--- src/rtl/pri_scan_if.sv ---
// ---------------------------------------------------------------------------
// pri_scan_if
// Handshake bundle for pri_scan_encoder.
//   in_valid / in_ready / in_vec    : request vector accepted from upstream
//   out_valid / out_ready           : per-index beat handshake to downstream
//   out_idx                         : index of the current pending bit
//   out_last                        : final beat for the accepted vector
//   out_empty                       : accepted vector was all-zero
//   out_remain (PRI_SCAN_REMAIN_EN) : set bits still pending, current included
// Modports: slave = encoder side, master = producer/consumer side.
// ---------------------------------------------------------------------------
interface pri_scan_if #(
    parameter int WIDTH = 56,
    parameter int IDX_W = $clog2(WIDTH)
);
    logic             in_valid;
    logic             in_ready;
    logic [WIDTH-1:0] in_vec;
    logic             out_valid;
    logic             out_ready;
    logic [IDX_W-1:0] out_idx;
    logic             out_last;
    logic             out_empty;
`ifdef PRI_SCAN_REMAIN_EN
    logic [IDX_W:0]   out_remain;

    modport slave (
        input  in_valid, in_vec, out_ready,
        output in_ready, out_valid, out_idx, out_last, out_empty, out_remain
    );

    modport master (
        output in_valid, in_vec, out_ready,
        input  in_ready, out_valid, out_idx, out_last, out_empty, out_remain
    );
`else
    modport slave (
        input  in_valid, in_vec, out_ready,
        output in_ready, out_valid, out_idx, out_last, out_empty
    );

    modport master (
        output in_valid, in_vec, out_ready,
        input  in_ready, out_valid, out_idx, out_last, out_empty
    );
`endif
endinterface

--- src/rtl/pri_scan_encoder.sv ---
// ---------------------------------------------------------------------------
// pri_scan_encoder
// Registers a WIDTH-bit request vector and streams the index of every set
// bit, one per output beat, in priority order (MSB first when MSB_FIRST=1,
// LSB first otherwise). Each emitted bit is cleared from the pending copy.
// An all-zero vector produces a single beat flagged out_empty.
//
// Ports:
//   clk    : rising-edge clock
//   rst_n  : synchronous active-low reset
//   bus    : pri_scan_if.slave (in_valid/in_ready/in_vec,
//            out_valid/out_ready/out_idx/out_last/out_empty[/out_remain])
//
// Optional feature macro: PRI_SCAN_REMAIN_EN
//   When defined, bus.out_remain reports how many set bits are still to be
//   emitted (current beat included), from a down-counter loaded at accept.
// ---------------------------------------------------------------------------
module pri_scan_encoder #(
    parameter int  WIDTH     = 56,
    parameter int  MSB_FIRST = 1,
    localparam int IDX_W     = $clog2(WIDTH)
) (
    input  logic      clk,
    input  logic      rst_n,
    pri_scan_if.slave bus
);

    localparam logic [0:0] ST_IDLE = 1'b0;
    localparam logic [0:0] ST_SCAN = 1'b1;

    // Encoder tree works on a power-of-two leaf count; extra leaves are zero.
    localparam int P = 1 << IDX_W;

    logic [0:0]       state_r;
    logic [WIDTH-1:0] pending_r;
    logic             zero_r;

    logic [P-1:0]     leaf_s;
    logic             root_v_s;
    logic [IDX_W-1:0] enc_idx_s;
    logic             one_left_s;
    logic [WIDTH-1:0] clear_mask_s;

    logic             out_valid_s;
    logic             out_last_s;
    logic             out_empty_s;
    logic [IDX_W-1:0] out_idx_s;
    logic             out_fire_s;
    logic             in_ready_s;
    logic             load_s;

    // Zero-pad pending onto the tree leaves so unused leaves never carry X.
    always_comb begin
        leaf_s                = {P{1'b0}};
        leaf_s[WIDTH-1:0]     = pending_r;
    end

    // Log2-depth priority tree: each node merges two children, keeps the
    // winning child's index and sets bit 'lv' when the upper child wins.
    genvar lv, nd;
    for (lv = 0; lv < IDX_W; lv++) begin : g_lvl
        localparam int N = P >> (lv + 1);
        logic [2*N-1:0]       cv_s;
        logic [2*N*IDX_W-1:0] ci_s;
        logic [N-1:0]         v_s;
        logic [N*IDX_W-1:0]   i_s;

        if (lv == 0) begin : g_leaf
            assign cv_s = leaf_s;
            assign ci_s = {(2*N*IDX_W){1'b0}};
        end else begin : g_inner
            assign cv_s = g_lvl[lv-1].v_s;
            assign ci_s = g_lvl[lv-1].i_s;
        end

        for (nd = 0; nd < N; nd++) begin : g_node
            logic pick_hi_s;
            assign pick_hi_s = (MSB_FIRST != 0) ? cv_s[2*nd+1] : !cv_s[2*nd];
            assign v_s[nd]   = cv_s[2*nd] | cv_s[2*nd+1];
            assign i_s[nd*IDX_W +: IDX_W] = pick_hi_s
                ? (ci_s[(2*nd+1)*IDX_W +: IDX_W] | (IDX_W'(1) << lv))
                : ci_s[(2*nd)*IDX_W +: IDX_W];
        end
    end

    assign root_v_s  = g_lvl[IDX_W-1].v_s[0];
    assign enc_idx_s = g_lvl[IDX_W-1].i_s[IDX_W-1:0];

    // Clearing the lowest set bit leaves zero iff at most one bit is set.
    assign one_left_s   = ((pending_r & (pending_r - WIDTH'(1))) == {WIDTH{1'b0}});
    assign clear_mask_s = WIDTH'(1) << out_idx_s;

    // Output view and handshake qualifiers; outputs read zero while idle.
    always_comb begin
        out_valid_s = (state_r == ST_SCAN);
        out_empty_s = out_valid_s & zero_r;
        out_last_s  = out_valid_s & (zero_r | one_left_s);
        if (out_valid_s && root_v_s) begin
            out_idx_s = enc_idx_s;
        end else begin
            out_idx_s = {IDX_W{1'b0}};
        end
        out_fire_s  = out_valid_s & bus.out_ready;
        // A new vector may also enter on the final beat, avoiding a bubble.
        in_ready_s  = ~out_valid_s | (out_fire_s & out_last_s);
        load_s      = bus.in_valid & in_ready_s;
    end

    // FSM, pending vector and empty-flag registers.
    always_ff @(posedge clk) begin
        if (!rst_n) begin
            state_r   <= ST_IDLE;
            pending_r <= {WIDTH{1'b0}};
            zero_r    <= 1'b0;
        end else if (load_s) begin
            state_r   <= ST_SCAN;
            pending_r <= bus.in_vec;
            zero_r    <= (bus.in_vec == {WIDTH{1'b0}});
        end else if (out_fire_s) begin
            pending_r <= pending_r & ~clear_mask_s;
            if (out_last_s) begin
                state_r <= ST_IDLE;
            end else begin
                state_r <= ST_SCAN;
            end
        end
    end

    assign bus.out_valid = out_valid_s;
    assign bus.in_ready  = in_ready_s;
    assign bus.out_idx   = out_idx_s;
    assign bus.out_last  = out_last_s;
    assign bus.out_empty = out_empty_s;

`ifdef PRI_SCAN_REMAIN_EN
    function automatic logic [IDX_W:0] popcount(input logic [WIDTH-1:0] v);
        logic [IDX_W:0] c;
        c = {(IDX_W+1){1'b0}};
        for (int i = 0; i < WIDTH; i++) begin
            c = c + {{IDX_W{1'b0}}, v[i]};
        end
        return c;
    endfunction

    logic [IDX_W:0] remain_r;

    // Remaining-bit counter: loaded at accept, stepped down per emitted bit.
    always_ff @(posedge clk) begin
        if (!rst_n) begin
            remain_r <= {(IDX_W+1){1'b0}};
        end else if (load_s) begin
            remain_r <= popcount(bus.in_vec);
        end else if (out_fire_s && (remain_r != {(IDX_W+1){1'b0}})) begin
            remain_r <= remain_r - {{IDX_W{1'b0}}, 1'b1};
        end
    end

    assign bus.out_remain = remain_r;
`endif

endmodule

--- src/flat_wrapper.sv ---
// flat-port wrapper written by rule: the top's interface ports become plain ports
module pri_scan_encoder_flat 
#(
    parameter int  WIDTH     = 56,
    parameter int  MSB_FIRST = 1,
    localparam int IDX_W     = $clog2(WIDTH)
)
  (clk, rst_n, bus_in_valid, bus_in_vec, bus_out_ready, bus_in_ready, bus_out_valid, bus_out_idx, bus_out_last, bus_out_empty);
  pri_scan_if #(.WIDTH(WIDTH)) bus_i ();
  input  logic clk;
  input  logic rst_n;
  input wire logic [$bits(bus_i.in_valid)-1:0] bus_in_valid;
  input wire logic [$bits(bus_i.in_vec)-1:0] bus_in_vec;
  input wire logic [$bits(bus_i.out_ready)-1:0] bus_out_ready;
  output wire logic [$bits(bus_i.in_ready)-1:0] bus_in_ready;
  output wire logic [$bits(bus_i.out_valid)-1:0] bus_out_valid;
  output wire logic [$bits(bus_i.out_idx)-1:0] bus_out_idx;
  output wire logic [$bits(bus_i.out_last)-1:0] bus_out_last;
  output wire logic [$bits(bus_i.out_empty)-1:0] bus_out_empty;
  assign bus_i.in_valid = bus_in_valid;
  assign bus_i.in_vec = bus_in_vec;
  assign bus_i.out_ready = bus_out_ready;
  assign bus_in_ready = bus_i.in_ready;
  assign bus_out_valid = bus_i.out_valid;
  assign bus_out_idx = bus_i.out_idx;
  assign bus_out_last = bus_i.out_last;
  assign bus_out_empty = bus_i.out_empty;
  pri_scan_encoder #(.WIDTH(WIDTH), .MSB_FIRST(MSB_FIRST)) u_core (.clk(clk), .rst_n(rst_n), .bus(bus_i));
endmodule
--- config.mk ---
export PLATFORM = sky130hd
export DESIGN_NAME = pri_scan_encoder_flat
export DESIGN_NICKNAME = d
export VERILOG_FILES = /design/src/rtl/pri_scan_if.sv /design/src/rtl/pri_scan_encoder.sv /design/src/flat_wrapper.sv
export SDC_FILE = /design/constraint.sdc
export NUM_CORES = 1
export LEC_CHECK = 0
export BUFFER_PORTS_ARGS = -buffer_cell sky130_fd_sc_hd__buf_2
export CAP_MARGIN = 40
export CELL_PAD_IN_SITES_DETAIL_PLACEMENT = 1
export CELL_PAD_IN_SITES_GLOBAL_PLACEMENT = 1
export CORE_MARGIN = 2
export CORE_UTILIZATION = 45
export CTS_CLUSTER_SIZE = 25
export DETAILED_ROUTE_END_ITERATION = 8
export HOLD_SLACK_MARGIN = 0.15
export PLACE_DENSITY = 0.87
export SYNTH_ARGS = -nofsm -noshare
export SYNTH_HDL_FRONTEND = slang
export SYNTH_SLANG_ARGS = --single-unit
--- constraint.sdc ---
create_clock -name clk -period 9.3 [get_ports clk]
set_input_delay 1.86 -clock clk [delete_from_list [all_inputs] [get_ports clk]]
set_output_delay 1.86 -clock clk [all_outputs]
set_load 0.02 [all_outputs]
==> out/results.txt, run 1 <==
number of sinks handled by clock tree synthesis = 58
clock latency reported for the late side of the worst-skew pair = 0.35 ns
number of buffers inserted by hold repair at cts = 0
H-Tree Level Count = 3
Top delay family on crit path = simple AND/OR/NAND/NOR gates
root buf cell = clkbuf_8
unrepaired setup endpoints after global routing = false
leakage component of the power = 1.98 nW
maximum number of pins on one net before global-route repair = 70
post-route clock period utilization = 67.7%
wire length of the first global-routing pass = 24.9 mm
detail-routed net length per standard cell = 21.9 µm
cell area after synthesis = 4200 µm²
net count of the finished layout = 655
critical-path cell list = nor4_1 -> nand4_1 -> o41ai_1 -> nand4_1 -> or4_1 -> or4_4 -> o41ai_4 -> buf_2
Pins Over Slew Limit = 0
number of I/O port buffers = 69
post-cts resize count = 0
worst relative slew slack = 42.8%
number of iterations in the first detailed-routing pass = 4
cell accounting for the most synthesized area = dfxtp_1
fraction of synthesis flops using an asynchronous set or reset pin = 0%
post-synth net total = 608
power density over the cells = 153 nW/µm²
Post-Route Setup TNS = 0 ns
via count of the first global-routing pass = 4,613
mean instance size in the synthesized netlist = 7.67 µm²
cell count after synthesis = 548
placer's final routability congestion estimate = 0.948
Post-synth top cells = nand2_1, dfxtp_1, mux2i_1, o211ai_1, nor4_1
Slowest cell on crit path = nand4_1
run status = finished, final reports clean
main flop type after synthesis = dfxtp_1
post-layout worst setup margin = 3.01 ns
number of antenna violations at the first check in global routing = 0
setup clock skew after layout = 0.0173 ns
Crit path largest cell delay = 0.74 ns
number of clock buffers inserted by TritonCTS = 9
cell with the most instances after synthesis = nand2_1
met3 WL post-DR = 601 µm
wire length on met1 = 6.86 mm
nature of the critical path startpoint = register
max cap viols = 0
vias post-DR = 4,604
capture point of the worst reg-to-reg path = u_core.pending_r[23]
register-to-register setup slack = 4.51 ns
detailed route wirelength on metal2 = 7.68 mm
tightest hold margin = 0.506 ns
die height = 101 µm
top layer in use = met4
share of layout cells above drive strength 1 = 17.0%
post-synth top area share = 27.6%
element type at the critical path end = output port
number of setup buffers added after CTS = 0
detailed-placement wirelength estimate = 11.8 mm
drt via density = 6.48
floorplan row count = 35
Horiz. Die Dim = 101 µm
number of register bits inferred by synthesis = 58
initial cell density of the core = 45.9%
number of cell instances on the worst register-to-register path = 11
ranking of synthesized cells by area = dfxtp_1, mux2i_1, o211ai_1, nand2_1, nor4_1
Inserted Diodes = 0
arrival time at the worst endpoint = 4.43 ns
fin crit period = 6.29 ns
total routed wirelength = 15.6 mm
worst slack at placement = 3.44 ns
end point of the critical path = bus_in_ready
critical path required time = 7.44 ns
full die area = 10,100 µm²
total DRC errors in the routed layout = 0
Syn. warnings = 0
worst hold-check path type = register to register
post-layout total power = 0.000726 W
clock tree from TritonCTS = done
logic depth of the worst setup path including buffers = 8
type of the worst setup path = register to output port
Hold Vio Cnt, Final = 0
clock transition at the registers of the reported paths = 0.06 ns
Bufs on Longest Clock Path = 2
final setup violation count = 0
signed area change from the synthesized netlist to the final layout = 13.2%
most frequent cell on the critical path = nand4_1
launching element of the worst setup path = u_core.pending_r[4]
antenna-violating nets left = 0
maximum operating frequency = 0.159 GHz
global-route congestion overflow total = 0
number of DRC violations after detailed-routing iteration 0 = 304
sequential fraction of the synthesis area = 27.6%
buffering stage count on the worst path with inverters included = 1
Tightest Pin Transition = 0.850 ns
num ports = 70
Crit Reg-Reg Startpoint = u_core.pending_r[4]
number of distinct library cells after synthesis = 54
maximum VDD drop = 0.0796 mV
Post-synth EDFFs = 0
maximum fanout encountered on the critical timing path = 17
area of the core = 9150 µm²
All-Layer GR Usage = 31.8%
final cells by class:
type,count,area [µm²]
inverters,20,75.1
fillers,1169,4400
clock buffers,11,141
repair buffers,74,422
flip-flops and latches,58,1160
well taps,111,139
multi-input cells,432,2790
clock inverters,5,30.0
per-layer routing:
layer	up-vias	global-route usage [%]
li1	2196	-
met1	2258	41.2
met2	124	54.1
met3	26	4.09
met4	0	11.5
met5	-	0
logic make-up after synthesis:
family,count (synthesis),share of synthesized area (%)
and+or+nand+nor,223,26.6
AOI/OAI and AO/OA,153,26.4
buffers and inverters,58,6.04
DFF,58,27.6
muxes,55,13.1
adders and majority gates,1,0.238
worst register-to-register path, stage by stage (launching register included):
cell and delay [ns]:
dfxtp_1 0.37, nor4_1 0.59, nand4_1 0.74, o41ai_1 0.52, nand4_1 0.13, or4_1 0.57
or4_4 0.58, o41ai_4 0.36, nand2_2 0.09, buf_4 0.27, buf_12 0.24, mux2i_1 0.24
sequential cells by signal (all words and copies together) (netlist names):
name	cells
u_core.pending_r	56
u_core.bus.out_valid	1
u_core.zero_r	1
cell usage in the layout, fill, tap and decap left out, types with 10 or more instances in the layout:
master	Yosys	final
nand2_1	84	84
buf_2	5	68
dfxtp_1	58	58
mux2i_1	55	55
o211ai_1	54	54
nor4_1	32	32
nor2_1	28	28
o21ai_0	22	22
inv_1	20	20
a21oi_1	15	15
nand4_1	14	14
nor3_1	14	14
nand3_1	13	13
or4_1	10	10
o31ai_1	10	10
clkbuf_8	0	10
where the power goes:
group	leakage, nW	internal (W)	switching [W]	total (W)
sequential	0.476	0.000264	0.0000299	0.000294
combinational	1.42	0.0000816	0.000137	0.000219
clock	0.0851	0.000103	0.000111	0.000213
how the worst min path moves through the flow:
| stage | slack (ns) | start | cells past startpoint | endpoint |
|---|---|---|---|---|
| final | 0.51 | u_core.zero_r | 2 | u_core.zero_r |
| after global routing | 0.53 | u_core.zero_r | 2 | u_core.zero_r |
| after CTS | 0.51 | u_core.zero_r | 2 | u_core.zero_r |
| after detailed placement | 0.50 | u_core.zero_r | 2 | u_core.zero_r |
| after global placement | 0.47 | u_core.zero_r | 2 | u_core.zero_r |
| after floorplan | 0.45 | u_core.zero_r | 2 | u_core.zero_r |
through the flow:
stage	instances	utilization, %	instance area (µm²)
2_1_floorplan	548	-	4200
3_3_place_gp	692	49.4	4520
3_5_place_dp	695	50.1	4580
4_1_cts	711	51.9	4750
5_1_grt	711	51.9	4750
6_report	711	51.9	4750
Power figures use the tool's default switching activity.
==> run 2, diff against run 1 <==
--- a/config.mk
+++ b/config.mk
@@ -10,11 +10,11 @@
 export CELL_PAD_IN_SITES_DETAIL_PLACEMENT = 1
 export CELL_PAD_IN_SITES_GLOBAL_PLACEMENT = 1
 export CORE_MARGIN = 2
-export CORE_UTILIZATION = 45
+export CORE_UTILIZATION = 42
 export CTS_CLUSTER_SIZE = 25
 export DETAILED_ROUTE_END_ITERATION = 8
 export HOLD_SLACK_MARGIN = 0.15
-export PLACE_DENSITY = 0.87
+export PLACE_DENSITY = 0.82
 export SYNTH_ARGS = -nofsm -noshare
 export SYNTH_HDL_FRONTEND = slang
 export SYNTH_SLANG_ARGS = --single-unit
==> constraint.sdc (replaced) <==
create_clock -name clk -period 6.1 [get_ports clk]
set_input_delay 1.22 -clock clk [delete_from_list [all_inputs] [get_ports clk]]
set_output_delay 1.22 -clock clk [all_outputs]
set_load 0.02 [all_outputs]
==> run 2 against run 1 <==
  * First-iteration DRC count fell by 14%
  * Cell count increased by 3.8%
  * Die area up 6.9%
  * Critical endpoint unchanged
==> out/results.txt, run 2 (synthesized netlist as in run 1, its figures left out) <==
total DRC errors in the routed layout = 0
floorplan row count = 36
root buf cell = clkbuf_8
Pins Over Slew Limit = 0
number of iterations in the first detailed-routing pass = 4
maximum VDD drop = 0.138 mV
setup clock skew after layout = 0.0106 ns
initial cell density of the core = 43.2%
Reg power frac = 39.3%
share of total power in the clock network = 31.2%
maximum fanout encountered on the critical timing path = 9
max cap viols = 0
run status = finished, final reports clean
fillers = 1,260
share of power burned in combinational logic = 29.5%
number of antenna violations at the first check in global routing = 0
power density over the cells = 236 nW/µm²
maximum operating frequency = 0.182 GHz
worst hold-check path type = register to register
net count of the finished layout = 660
via count of the first global-routing pass = 4,711
post-route clock period utilization = 90.3%
Bufs on Longest Clock Path = 2
vias post-DR = 4,665
H-Tree Level Count = 3
antenna-violating nets left = 0
element type at the critical path end = output port
critical path required time = 4.88 ns
number of buffers inserted by hold repair at cts = 0
post-cts resize count = 0
leakage component of the power = 2.01 nW
detail-routed net length per standard cell = 20.5 µm
max reg flops = 56
clock tree from TritonCTS = done
Inserted Diodes = 0
count of placed standard cells including taps = 722
utilization of the core after routing = 49.7%
arrival time at the worst endpoint = 4.29 ns
type of the worst setup path = register to output port
die height = 104 µm
number of I/O port buffers = 69
fraction of power spent switching nets = 36.9%
commonest non-fill, non-tap cell in the layout = nand2_1
placer's final routability congestion estimate = 0.936
unrepaired setup endpoints after global routing = false
share of layout cells above drive strength 1 = 17.7%
number of DRC violations after detailed-routing iteration 0 = 261
worst relative slew slack = 45.4%
Sw Pwr = 0.000420 W
internal power summed over all cells = 0.000719 W
fin crit period = 5.51 ns
final setup violation count = 0
Post-Route Setup TNS = 0 ns
Horiz. Die Dim = 104 µm
clock latency reported for the late side of the worst-skew pair = 0.35 ns
wire length of the first global-routing pass = 24.7 mm
detailed-placement wirelength estimate = 11.4 mm
number of sinks handled by clock tree synthesis = 58
num ports = 70
Hold Vio Cnt, Final = 0
area of the core = 9730 µm²
number of clock buffers inserted by TritonCTS = 9
global-route congestion overflow total = 0
full die area = 10,800 µm²
clock transition at the registers of the reported paths = 0.07 ns
highest-count cells in the layout ignoring fill and taps = nand2_1, buf_2, dfxtp_1
Tightest Pin Transition = 0.812 ns
nature of the critical path startpoint = register
number of setup buffers added after CTS = 0
All-Layer GR Usage = 28.3%
signed area change from the synthesized netlist to the final layout = 15.0%
tightest hold margin = 0.495 ns
drt via density = 6.32
maximum number of pins on one net before global-route repair = 69
Final Non-Filler Cells = 738
post-layout total power = 0.00114 W
total routed wirelength = 15.1 mm
register containing the most flip-flops in the final layout = u_core.pending_r
run 2: cell types whose count changed in the layout (fill, tap and decap cells not counted), sizes merged:
cell	delta
clkinvlp	-1
buf	+5
bufinv	+1
clkbuf	-1
clkinv	+1
run 2: critical path, cell delays in order (launching register included):
cell and delay [ns]:
dfxtp_1 0.41, or4_1 0.60, or4_1 0.67, o41ai_2 0.43, nand4_1 0.12, or4_1 0.56, or4_4 0.59, o41ai_4 0.35
buf_2 0.23
run 2: power by group through the flow:
stage	logic, W	clock network [W]	registers [W]
finish	0.000336	0.000355	0.000448
global route	0.000368	0.000379	0.000453
CTS	0.000333	0.000360	0.000446
detailed placement	0.000330	0	0.000454
global placement	0.000319	0	0.000452
floorplan	0.000231	0	0.000436
run 2: path summary, 6_finish.rpt:
path         slack (ns)  depth (start not counted)           startpoint                    to
max                0.59                          8  u_core.pending_r[9]          bus_in_ready
max reg2reg        1.48                         11  u_core.pending_r[9]  u_core.pending_r[38]
min                0.49                          2        u_core.zero_r         u_core.zero_r
min reg2reg        0.49                          2        u_core.zero_r         u_core.zero_r
run 2: area by class of cell:
cell class | instances | area (µm²) | area share (%)
clock buffers | 10 | 128 | 2.64
inverters | 20 | 75.1 | 1.55
flip-flops and latches | 58 | 1160 | 24.0
well taps | 133 | 166 | 3.44
repair buffers | 79 | 459 | 9.50
clock inverters | 6 | 57.6 | 1.19
multi-input cells | 432 | 2790 | 57.6
run 2: per-layer routing:
layer | vias up | track usage [%] | part of all wire, %
li1 | 2215 | - | -
met1 | 2271 | 35.2 | 44
met2 | 152 | 48.4 | 48
met3 | 27 | 6.08 | 6.0
met4 | 0 | 9.56 | 2.3
met5 | - | 0 | 0
run 2: metrics by stage:
stage,area (µm²),worst slack [ns]
after global routing,4830,0.466
after global placement,4590,1.09
after floorplan,4200,1.22
final,4830,0.594
after detailed placement,4650,1.00
after CTS,4830,0.617
==> run 3, diff against run 2 <==
==> constraint.sdc (replaced) <==
create_clock -name clk -period 6.1 [get_ports clk]
set_input_delay 1.22 -clock clk [delete_from_list [all_inputs] [get_ports clk]]
set_output_delay 1.22 -clock clk [all_outputs]
set_load 0.1 [all_outputs]
==> run 3 against run 2 <==
  * Cell count fell by 0.14%
  * Combinational power rose by 10%
  * Largest power group is now the clock network
  * Utilization rose by 0.80 points
  * Clock skew fell by 0.0064 ns
  * Register-to-register slack got worse by 0.03 ns
  * Clock-buffer cell count rose by 2
  * Largest cell class unchanged
  * Highest routed layer unchanged
==> out/results.txt, run 3 (synthesized netlist as in run 1, its figures left out) <==
antenna-violating nets left = 0
element type at the critical path end = output port
worst hold-check path type = register to register
fin crit period = 5.81 ns
maximum number of pins on one net before global-route repair = 61
Sw Pwr = 0.000458 W
max cap viols = 0
met1 usage in global routing = 37.1%
net count of the finished layout = 659
critical path required time = 4.88 ns
internal power summed over all cells = 0.000877 W
share of total power in the clock network = 38.6%
nature of the critical path startpoint = register
Tightest Pin Transition = 0.861 ns
worst relative slew slack = 42.1%
number of sinks handled by clock tree synthesis = 58
global routing usage on met2 = 48.7%
number of DRC violations after detailed-routing iteration 0 = 340
detailed-placement wirelength estimate = 11.7 mm
register containing the most flip-flops in the final layout = u_core.pending_r
commonest non-fill, non-tap cell in the layout = nand2_1
Pins Over Slew Limit = 0
register-to-register setup slack = 1.45 ns
placer's final routability congestion estimate = 0.967
number of I/O port buffers = 69
power density over the cells = 272 nW/µm²
leakage component of the power = 2.05 nW
fraction of power spent switching nets = 34.3%
Inserted Diodes = 0
floorplan row count = 36
root buf cell = clkbuf_8
signed area change from the synthesized netlist to the final layout = 16.9%
max reg flops = 56
clock tree from TritonCTS = done
H-Tree Level Count = 3
type of the worst setup path = register to output port
wire length of the first global-routing pass = 24.7 mm
GR Layer Usage met3 = 4.32%
All-Layer GR Usage = 28.6%
number of setup buffers added after CTS = 0
area of the core = 9730 µm²
footprint of the multi-input gates = 2790 µm²
maximum VDD drop = 0.103 mV
share of layout cells above drive strength 1 = 17.9%
maximum operating frequency = 0.172 GHz
Reg power frac = 33.7%
global-route congestion overflow total = 0
vias post-DR = 4,631
post-layout worst setup margin = 0.292 ns
unrepaired setup endpoints after global routing = false
via count of the first global-routing pass = 4,551
num ports = 70
Hold Vio Cnt, Final = 0
busiest layer in global routing = met2
number of clock buffers inserted by TritonCTS = 9
initial cell density of the core = 43.2%
fillers = 1,269
total DRC errors in the routed layout = 0
arrival time at the worst endpoint = 4.59 ns
number of iterations in the first detailed-routing pass = 7
setup clock skew after layout = 0.00419 ns
number of buffers inserted by hold repair at cts = 0
Final Cell Area = 4910 µm²
total routed wirelength = 15.5 mm
final setup violation count = 0
post-layout total power = 0.00134 W
maximum fanout encountered on the critical timing path = 9
number of antenna violations at the first check in global routing = 0
post-placement cell area = 4630 µm²
count of placed standard cells including taps = 721
run status = finished, final reports clean
clock latency reported for the late side of the worst-skew pair = 0.35 ns
sequential cell area = 1160 µm²
clock transition at the registers of the reported paths = 0.07 ns
drt via density = 6.28
Final Non-Filler Cells = 737
highest-count cells in the layout ignoring fill and taps = nand2_1, buf_2, dfxtp_1
share of power burned in combinational logic = 27.7%
post-route clock period utilization = 95.2%
worst slack at placement = 0.656 ns
Post-Route Setup TNS = 0 ns
Bufs on Longest Clock Path = 2
full die area = 10,800 µm²
Horiz. Die Dim = 104 µm
die height = 104 µm
detail-routed net length per standard cell = 21.1 µm
post-cts resize count = 0
-- run 3: metal layers --
layer	wire length (µm)	vias up
met2	7520	151
li1	-	2211
met5	0	-
met3	771	19
met4	252	0
met1	6970	2250
-- run 3: area by class of cell --
class | count | area share, %
clock buffer | 12 | 3.36
clock inverter | 4 | 2.45
inverter | 20 | 1.53
multi-input combinational | 432 | 56.8
sequential | 58 | 23.6
tap | 133 | 3.39
timing repair buffer | 78 | 8.79
-- run 3: critical path: stages (launching register included) --
cell     delay [ns]
dfxtp_1        0.37
or4_4          0.57
or4_1          0.71
o41ai_2        0.42
nand4_1        0.13
or4_1          0.57
or4_4          0.59
o41ai_4        0.37
buf_2          0.49
-- run 3: per-stage QoR --
step                hold slack, ns  util (%)
floorplan                    0.450         -
global placement             0.467      47.2
detailed placement           0.484      47.5
CTS                          0.494      50.5
global route                 0.522      50.5
finish                       0.494      50.5
-- run 3: power by group through the flow --
stage | sequential (W) | combinational (W) | clock, W
final | 0.000449 | 0.000370 | 0.000516
after global routing | 0.000454 | 0.000399 | 0.000540
after CTS | 0.000447 | 0.000367 | 0.000519
after detailed placement | 0.000455 | 0.000364 | 0
after global placement | 0.000453 | 0.000356 | 0
after floorplan | 0.000439 | 0.000264 | 0
-- run 3: path summary, 6_finish.rpt --
| path | start | endpoint | cells past startpoint |
|---|---|---|---|
| max | u_core.pending_r[2] | bus_in_ready | 8 |
| min reg2reg | u_core.zero_r | u_core.zero_r | 2 |
| min | u_core.zero_r | u_core.zero_r | 2 |
| max reg2reg | u_core.pending_r[2] | u_core.pending_r[23] | 11 |
